[src/rtl/mmio_arbiter_pkg.sv]
// Shared definitions for the MMIO arbiter: FSM state codes and the
// peripheral address map used by the LED/SW/SEG decoder.
package mmio_arbiter_pkg;

    typedef enum logic [1:0] {
        IDLE = 2'd0,
        XFER = 2'd1,
        RESP = 2'd2
    } arb_state_t;

    localparam logic [31:0] ADDR_LED = 32'hFFFF_0000;
    localparam logic [31:0] ADDR_SW  = 32'hFFFF_0004;
    localparam logic [31:0] ADDR_SEG = 32'hFFFF_0008;

    function automatic logic [1:0] onehot2(input logic sel);
        return sel ? 2'b10 : 2'b01;
    endfunction

endpackage

[src/rtl/mmio_arbiter_rr_arb2.sv]
// Two-way combinational round-robin picker: on a tie the master that
// did not own the bus last wins.
module rr_arb2
    import mmio_arbiter_pkg::*;
(
    input  logic [1:0] req,
    input  logic       last,
    output logic [1:0] gnt
);

    always_comb begin
        gnt = 2'b00;
        if (req == 2'b11) begin
            gnt = onehot2(~last);
        end else begin
            gnt = req;
        end
    end

endmodule

[src/rtl/mmio_arbiter.sv]
// Shares the MMIO decoder port between M0 (CPU) and M1 (UART loader) with
// round-robin arbitration and per-master lock. Define MMIO_ARB_TIMEOUT_EN to
// bound consecutive locked grants to LOCK_MAX.
module mmio_arbiter
    import mmio_arbiter_pkg::*;
#(
    parameter int AW       = 32,
    parameter int DW       = 32,
    parameter int LOCK_MAX = 255
) (
    input  logic          clk,
    input  logic          rst_n,
    input  logic          m0_req,
    input  logic          m0_lock,
    input  logic [AW-1:0] m0_addr,
    input  logic [DW-1:0] m0_wd,
    input  logic          m0_we,
    output logic          m0_ack,
    output logic [DW-1:0] m0_rd,
    input  logic          m1_req,
    input  logic          m1_lock,
    input  logic [AW-1:0] m1_addr,
    input  logic [DW-1:0] m1_wd,
    input  logic          m1_we,
    output logic          m1_ack,
    output logic [DW-1:0] m1_rd,
    output logic [AW-1:0] addr,
    output logic [DW-1:0] wd,
    output logic          we,
    input  logic [DW-1:0] rd,
    output logic [1:0]    grant
);

    if (LOCK_MAX < 1 || LOCK_MAX > 255) begin : g_lock_max_range
        $error("LOCK_MAX must lie in 1..255 to fit the 8-bit lock counter");
    end

    arb_state_t    state_reg;
    logic          owner_reg;
    logic          last_reg;
    logic [1:0]    grant_reg;
    logic [AW-1:0] addr_reg;
    logic [DW-1:0] wd_reg;
    logic          we_reg;
    logic [1:0]    ack_reg;
    logic [DW-1:0] rd_reg [2];

    logic [1:0]    req_vec;
    logic [1:0]    lock_vec;
    logic [1:0]    we_vec;
    logic [AW-1:0] addr_vec [2];
    logic [DW-1:0] wd_vec [2];
    logic [1:0]    pick_gnt;
    logic          sel;
    logic          lock_ok;
    logic          regrant;

    assign req_vec     = {m1_req, m0_req};
    assign lock_vec    = {m1_lock, m0_lock};
    assign we_vec      = {m1_we, m0_we};
    assign addr_vec[0] = m0_addr;
    assign addr_vec[1] = m1_addr;
    assign wd_vec[0]   = m0_wd;
    assign wd_vec[1]   = m1_wd;

    rr_arb2 u_rr_arb2 (
        .req  (req_vec),
        .last (last_reg),
        .gnt  (pick_gnt)
    );

    // A fresh grant comes from the picker; a locked re-grant keeps the owner.
    assign sel     = (state_reg == IDLE) ? pick_gnt[1] : owner_reg;
    assign regrant = lock_vec[owner_reg] & req_vec[owner_reg] & lock_ok;

`ifdef MMIO_ARB_TIMEOUT_EN
    logic [7:0] lock_cnt_reg;

    always_ff @(posedge clk or negedge rst_n) begin
        if (!rst_n) begin
            lock_cnt_reg <= '0;
        end else if (state_reg == IDLE) begin
            lock_cnt_reg <= '0;
        end else if (state_reg == RESP && regrant) begin
            lock_cnt_reg <= lock_cnt_reg + 8'd1;
        end
    end

    assign lock_ok = (lock_cnt_reg != 8'(LOCK_MAX));
`else
    assign lock_ok = 1'b1;
`endif

    always_ff @(posedge clk or negedge rst_n) begin
        if (!rst_n) begin
            state_reg <= IDLE;
            owner_reg <= 1'b0;
            last_reg  <= 1'b1;
            grant_reg <= 2'b00;
            addr_reg  <= '0;
            wd_reg    <= '0;
            we_reg    <= 1'b0;
            ack_reg   <= 2'b00;
            rd_reg[0] <= '0;
            rd_reg[1] <= '0;
        end else begin
            ack_reg <= 2'b00;
            case (state_reg)
                IDLE: begin
                    if (|req_vec) begin
                        owner_reg <= sel;
                        last_reg  <= sel;
                        grant_reg <= pick_gnt;
                        addr_reg  <= addr_vec[sel];
                        wd_reg    <= wd_vec[sel];
                        we_reg    <= we_vec[sel];
                        state_reg <= XFER;
                    end
                end
                XFER: begin
                    rd_reg[owner_reg]  <= rd;
                    ack_reg[owner_reg] <= 1'b1;
                    we_reg             <= 1'b0;
                    state_reg          <= RESP;
                end
                RESP: begin
                    if (regrant) begin
                        addr_reg  <= addr_vec[sel];
                        wd_reg    <= wd_vec[sel];
                        we_reg    <= we_vec[sel];
                        state_reg <= XFER;
                    end else begin
                        addr_reg  <= '0;
                        wd_reg    <= '0;
                        grant_reg <= 2'b00;
                        state_reg <= IDLE;
                    end
                end
                default: begin
                    grant_reg <= 2'b00;
                    we_reg    <= 1'b0;
                    state_reg <= IDLE;
                end
            endcase
        end
    end

    assign addr   = addr_reg;
    assign wd     = wd_reg;
    assign we     = we_reg;
    assign grant  = grant_reg;
    assign m0_ack = ack_reg[0];
    assign m1_ack = ack_reg[1];
    assign m0_rd  = rd_reg[0];
    assign m1_rd  = rd_reg[1];

endmodule

[config.mk]
export PLATFORM = sky130hd
export DESIGN_NAME = mmio_arbiter
export DESIGN_NICKNAME = d
export VERILOG_FILES = /design/src/rtl/mmio_arbiter_pkg.sv /design/src/rtl/mmio_arbiter_rr_arb2.sv /design/src/rtl/mmio_arbiter.sv
export SDC_FILE = /design/constraint.sdc
export NUM_CORES = 1
export LEC_CHECK = 0
export ABC_AREA = 1
export CAP_MARGIN = 0
export CORE_MARGIN = 3
export CORE_UTILIZATION = 40
export DETAILED_ROUTE_END_ITERATION = 8
export PLACE_DENSITY_LB_ADDON = 0.2
export SLEW_MARGIN = 20
export SYNTH_ARGS = -nofsm -noshare
export SYNTH_HDL_FRONTEND = slang
export SYNTH_SLANG_ARGS = --single-unit
[constraint.sdc]
create_clock -name clk -period 1.6 [get_ports clk]
set_input_delay 0.48 -clock clk [delete_from_list [all_inputs] [get_ports clk]]
set_output_delay 0.48 -clock clk [all_outputs]
set_load 0.03 [all_outputs]
Word level (Yosys, flattened, before mapping):

Index checks and enable logic that the tools add are counted.

* flip-flop bits (word level): 137
* bits of input ports: 168
* logic and storage cells: 71

* order comparisons: 6
* equal/unequal tests: 6
* multiplexer cells: 36
* bitwise operators: 4
* reductions and logical operators: 9

Operators by type and width (count)
* 2-to-1 mux 32 bit: 11
* case mux 32 bit (2 select lines): 2
* bitwise mux 64 bit: 1
* demux 32 bit (select 1 bit): 1
* 2-to-1 mux 2 bit: 6
* case mux 2 bit (3 select lines): 2
* 2-to-1 mux 1 bit: 11
* AND reduction 2 bit: 3
* == test 2 bit, second input constant: 2
* greater-or-equal comparator 2 bit, second input constant: 2
* less-than comparator 1 x 2 -> 1 bit, second input constant: 2
* inequality test 2 bit, second input constant: 2
* inverter 1 -> 2 bit: 2
* AND reduction 3 bit: 1
* == test 2 x 1 -> 1 bit, second input constant: 1
* logical AND 1 bit: 2
* zero test 2 bit: 1
* less-than comparator 2 x 1 -> 1 bit, second input constant: 1
* inequality test 2 x 1 -> 1 bit, second input constant: 1
* case mux 1 bit (2 select lines): 1
* nonzero test 2 bit: 1
* OR reduction 2 bit: 1
* AND 1 bit: 1
* demux 1 bit (select 1 bit): 1
* other kinds (2): 2

Longest topological paths before layout:

* depth in word-level cells: 9
* gate-level depth with buffers: 9
* mapped depth without buffers: 7

By module:

From an unflattened synthesis, not the netlist that was laid out.

* cells, all modules: 788
* area total of the unflattened synthesis: 6229.7 um^2

Modules (own cells, without submodules)
* mmio_arbiter: times used 1, cells each 783, area each 6208.5 um^2, seq. area each 3429.5 um^2
* rr_arb2: times used 1, cells each 5, area each 21.3 um^2, seq. area each 0.0 um^2

Worst setup path before layout:

Ideal clock, no wire load.

* path kind: reg-to-reg
* start: register last_reg
* end: register wd_reg[10] (netlist: wd[10])
* library setup time: 0.117 ns
* arrival time: 1.177 ns
* data required time: 1.483 ns
* setup slack: 0.305 ns
* cell stages (with the launch flop): 8
* path buffers: 2
* clock period less this slack: 1.295 ns
* path through: dfstp_2 nand2_1 nand3_2 buf_4 buf_2 nand3_1 nand3_1 nand2_1

* word-level cells in the longest chain between the ends: 9

RTL lines
* start, declared: RTL line mmio_arbiter.sv:40 `logic last_reg;`
* start signal, assigned: RTL line mmio_arbiter.sv:112 `last_reg <= sel;`
* 2-to-1 mux 2 bit *: RTL line mmio_arbiter_pkg.sv:16 `return sel ? 2'b10 : 2'b01;`
* 2-to-1 mux 2 bit *: RTL line mmio_arbiter_rr_arb2.sv:13 `if (req == 2'b11) begin`
* 2-to-1 mux 1 bit *: RTL line mmio_arbiter.sv:73 `assign sel = (state_reg == IDLE) ? pick_gnt[1] : owner_reg;`
* inverter 1 -> 2 bit (not written as such) *: RTL line mmio_arbiter.sv:115, mmio_arbiter.sv:129
* 2-to-1 mux 32 bit (not written as such) * (3 in a row): RTL line mmio_arbiter.sv:115, mmio_arbiter.sv:129
* 2-to-1 mux 32 bit, on equally long branches: RTL line mmio_arbiter.sv:127, mmio_arbiter.sv:110
* case mux 32 bit (2 select lines) *: RTL line mmio_arbiter.sv:108 `case (state_reg)`
* end signal, assigned: RTL line mmio_arbiter.sv:115 `wd_reg <= wd_vec[sel];`
* end signal, assigned: RTL line mmio_arbiter.sv:129 `wd_reg <= wd_vec[sel];`
* end, declared: RTL line mmio_arbiter.sv:43 `logic [DW-1:0] wd_reg;`

Every way passes the cells marked *; elsewhere a longest branch is shown, timed or not. The select of a mux whose other input is x is not followed.
A chain may end at the register's enable or synchronous reset.

Worst setup path after layout:

* start: register rd_reg, in the netlist m1_rd[21]
* end: output port m1_rd[21]

RTL lines
* start, declared: RTL line mmio_arbiter.sv:46 `logic [DW-1:0] rd_reg [2];`
* start signal, assigned by index: RTL line mmio_arbiter.sv:121 `rd_reg[owner_reg] <= rd;`
* end, declared: RTL line mmio_arbiter.sv:26 `output logic [DW-1:0] m1_rd,`

No word-level cell between the ends.

==> impl_summary.log <==
INFO  metric synthTopCellsByArea = dfrtp_1 (53%), nand2_1 (16%), nand3_1 (11%)
INFO  metric initial_utilization = 0.415
INFO  metric max_freq = between 600 and 700 MHz
INFO  metric area_growth = 61.7%
INFO  metric grt_use_met2 = 0.398
INFO  metric die_height = 133 µm
INFO  metric synth_top_cell_by_area = dfrtp_1
INFO  metric grt_antenna_before_repair = 0
INFO  metric routedWlPerCell = 14.9 µm
INFO  metric drt_first_pass_iters = 4
INFO  metric worst-endpoint-required = 1.12 ns
INFO  metric ff2ff_setup_slack = 0.16 ns
INFO  metric vias_per_cell = 4.61
INFO  metric power.leakage = 5.55 nW
INFO  metric dr_total_vias = 6,258
INFO  metric drt_iter0_drc = 376
INFO  metric route.antenna.remaining_nets = 0
INFO  metric arrival = 1.09 ns
INFO  metric worstPathMaxFanout = 2
INFO  metric finalCritPeriodShare = 0.981
INFO  metric synth.distinct_cells = 16
INFO  metric hpwlAfterDp = 14,400 µm
INFO  metric global_route_met1_usage = 0.286
INFO  metric overflow = 0
INFO  metric crit-reg2reg-launch = state_reg[0]$_DFFE_PN0P_
INFO  metric ctsLongestPathBuffers = 2
INFO  metric max_slew.worst_pin.slew = 0.299 ns
INFO  metric filler_cell_count = 1,353
INFO  metric h-tree-depth = 4
INFO  metric endpoint_kind = output pin
INFO  metric globalRouteTotalUtil = 0.232
INFO  metric r2r-end = addr[16]$_DFFE_PN0P_
INFO  metric place.port_buffers = 300
INFO  metric startpoint_type = flip-flop
INFO  metric tritoncts = built
INFO  metric totalPowerFinal = 22.5 mW
INFO  metric boundaryPins = 301
INFO  metric clk_root_buffer_cell = clkbuf_16
INFO  metric nets = 1,302
INFO  metric dp_worst_setup_slack = -0.304 ns
INFO  metric maximum_number_of_pins_on_one_net_before_global_route_repair = 65
INFO  metric setup_slack = 0.0309 ns
INFO  metric place.gp.congestion = about 0.81
INFO  metric netlist_area = 6400 µm²
INFO  metric cts_sinks = 137
INFO  metric grt_most_used_layer = met2
INFO  metric fin_util = 0.671
INFO  metric synth.ff_latch_count = between 100 and 150
INFO  metric route.final.wire_length = 20,200 µm
INFO  metric yosysWarnings = 0
INFO  metric ir_worst_vdd = roughly 1.2 mV
INFO  metric critical_path.top_delay_family = flip-flops
INFO  metric maxCapViolations = 0
INFO  metric netlist_instances = 836
INFO  metric antenna-diode-count = 0
INFO  metric slew_viol_final = 0
INFO  metric share_of_final_layout_standard_cells_stronger_than_drive_strength_1 = 0.177
INFO  metric worst_hold_check_path_type = input port to async pin
INFO  metric rsz0062_at_grt = yes
INFO  metric power_per_cell_area = 2170 nW/µm²
INFO  metric fp.dieArea = around 18,000 µm²
INFO  metric sum_of_negative_setup_slack = 0 ns
INFO  metric crit_path_top_delay_cell = dfrtp_1
INFO  metric core_area = ~15,000 µm²
INFO  metric worstPathCellList = clkdlybuf4s15_2
INFO  metric cp.buffers_inverters = 1
INFO  metric setup_viol_count_final = 0
INFO  metric run_status = complete, no violations
INFO  metric floorplan.die.width = around 130 µm
INFO  metric grt_pass1_wl = 32,700 µm
INFO  metric postLayoutCellArea = about 10,000 µm²
INFO  metric timing_hold_violations_final = 0
INFO  metric mappedNetlistNets = 1,004
INFO  metric worst_clock_skew = 0.00997 ns
INFO  metric synth.avg_cell_area = between 7 and 8 µm²
INFO  metric synth.top_cell.area_share = 0.532
INFO  metric use_met3 = 0.0696
INFO  metric post_detailed_placement_cell_area = 9930 µm²
INFO  metric slew_headroom = 0.801
INFO  metric clk-insertion-delay-late = 0.41 ns
INFO  metric critical_path_class = flip-flop to output pin
INFO  metric seq_area_frac_synth = 0.536
INFO  metric core.rowCount = 45
INFO  metric slowest_delay = 0.38 ns
INFO  metric clkTransAtPathRegs = 0.06 ns
INFO  metric cts_inserted_buffers = 17
INFO  metric number_of_global_route_vias_before_repair = around 6,200
INFO  metric detail_route.drc_violations = 0
INFO  metric worst-r2r-cell-count = 7
INFO  metric layout_min_cycle_time = between 1.5 and 2 ns
cell usage after synthesis:
cell type and instances:
buf_1 5, clkbuf_1 14, buf_6 4, nor2_1 3, inv_1 166, o21ai_0 66, nand3_1 135, nand3_2 1
nand2_2 1, dfstp_2 1, inv_2 4, buf_4 9, nor2_2 3, nand2_1 274, buf_2 14, dfrtp_1 136
placed cells by master, fill, tap and decap left out, drive strengths merged, types with 6 or more instances in the layout:
cell,instances
nand2,275
inv,173
clkdlybuf4s50,166
dfrtp,136
nand3,136
buf,106
o21ai,66
clkdlybuf4s15,52
clkbuf,19
nor2,6
cell type report:
cell class,count,area [µm²],share of cell area
multi-input combinational,483,2090,0.202
sequential,137,3430,0.331
clock buffer,19,443,0.0428
clock inverter,13,215,0.0208
timing repair buffer,325,3270,0.316
inverter,170,638,0.0616
tap,211,264,0.0255
stage by stage:
step	instances	hold WS, ns
6_report	1358	0.438
5_1_grt	1358	0.426
4_1_cts	1358	0.427
3_5_place_dp	1325	0.308
3_3_place_gp	1325	0.309
2_1_floorplan	836	0.184
cell families after synthesis:
family | share of synthesized area
AO/OA/AOI/OAI | 0.0516
AND/OR/NAND/NOR | 0.273
buffers and inverters | 0.139
flip-flops | 0.536
worst max-delay path by stage:
stage          slack, ns                  start  cells after the start                    to
2_1_floorplan       0.31                 m0_req                      6  addr[12]$_DFFE_PN0P_
3_3_place_gp       -0.27                 m1_req                      8  addr[11]$_DFFE_PN0P_
3_5_place_dp       -0.30                 m0_req                      7   addr[1]$_DFFE_PN0P_
4_1_cts            0.002  m1_rd[24]$_DFFE_PN0P_                      1             m1_rd[24]
5_1_grt           -0.004                 m0_req                      8  addr[16]$_DFFE_PN0P_
6_report            0.03  m1_rd[21]$_DFFE_PN0P_                      1             m1_rd[21]
per-layer routing:
metal  routed length, µm  vias up
met5                   0        -
met4                 370        0
met3                1480       29
met2               10200      224
met1                8210     2882
li1                    -     3123
timing repair:
item / in CTS / in global routing
endpoints found under the hold margin: 9 / 0
hold buffers: 1 / 0
endpoints found under the setup margin: 115 / 65
resized for setup: 345 / 127
buffers inserted: 0 / 0
power breakdown:
part	switching, mW	leakage, nW	internal [mW]
logic	7.53	3.54	4.43
registers	0.997	1.70	5.16
clock network	1.55	0.307	2.83
total	10.1	5.55	12.4
Power figures use the tool's default switching activity.
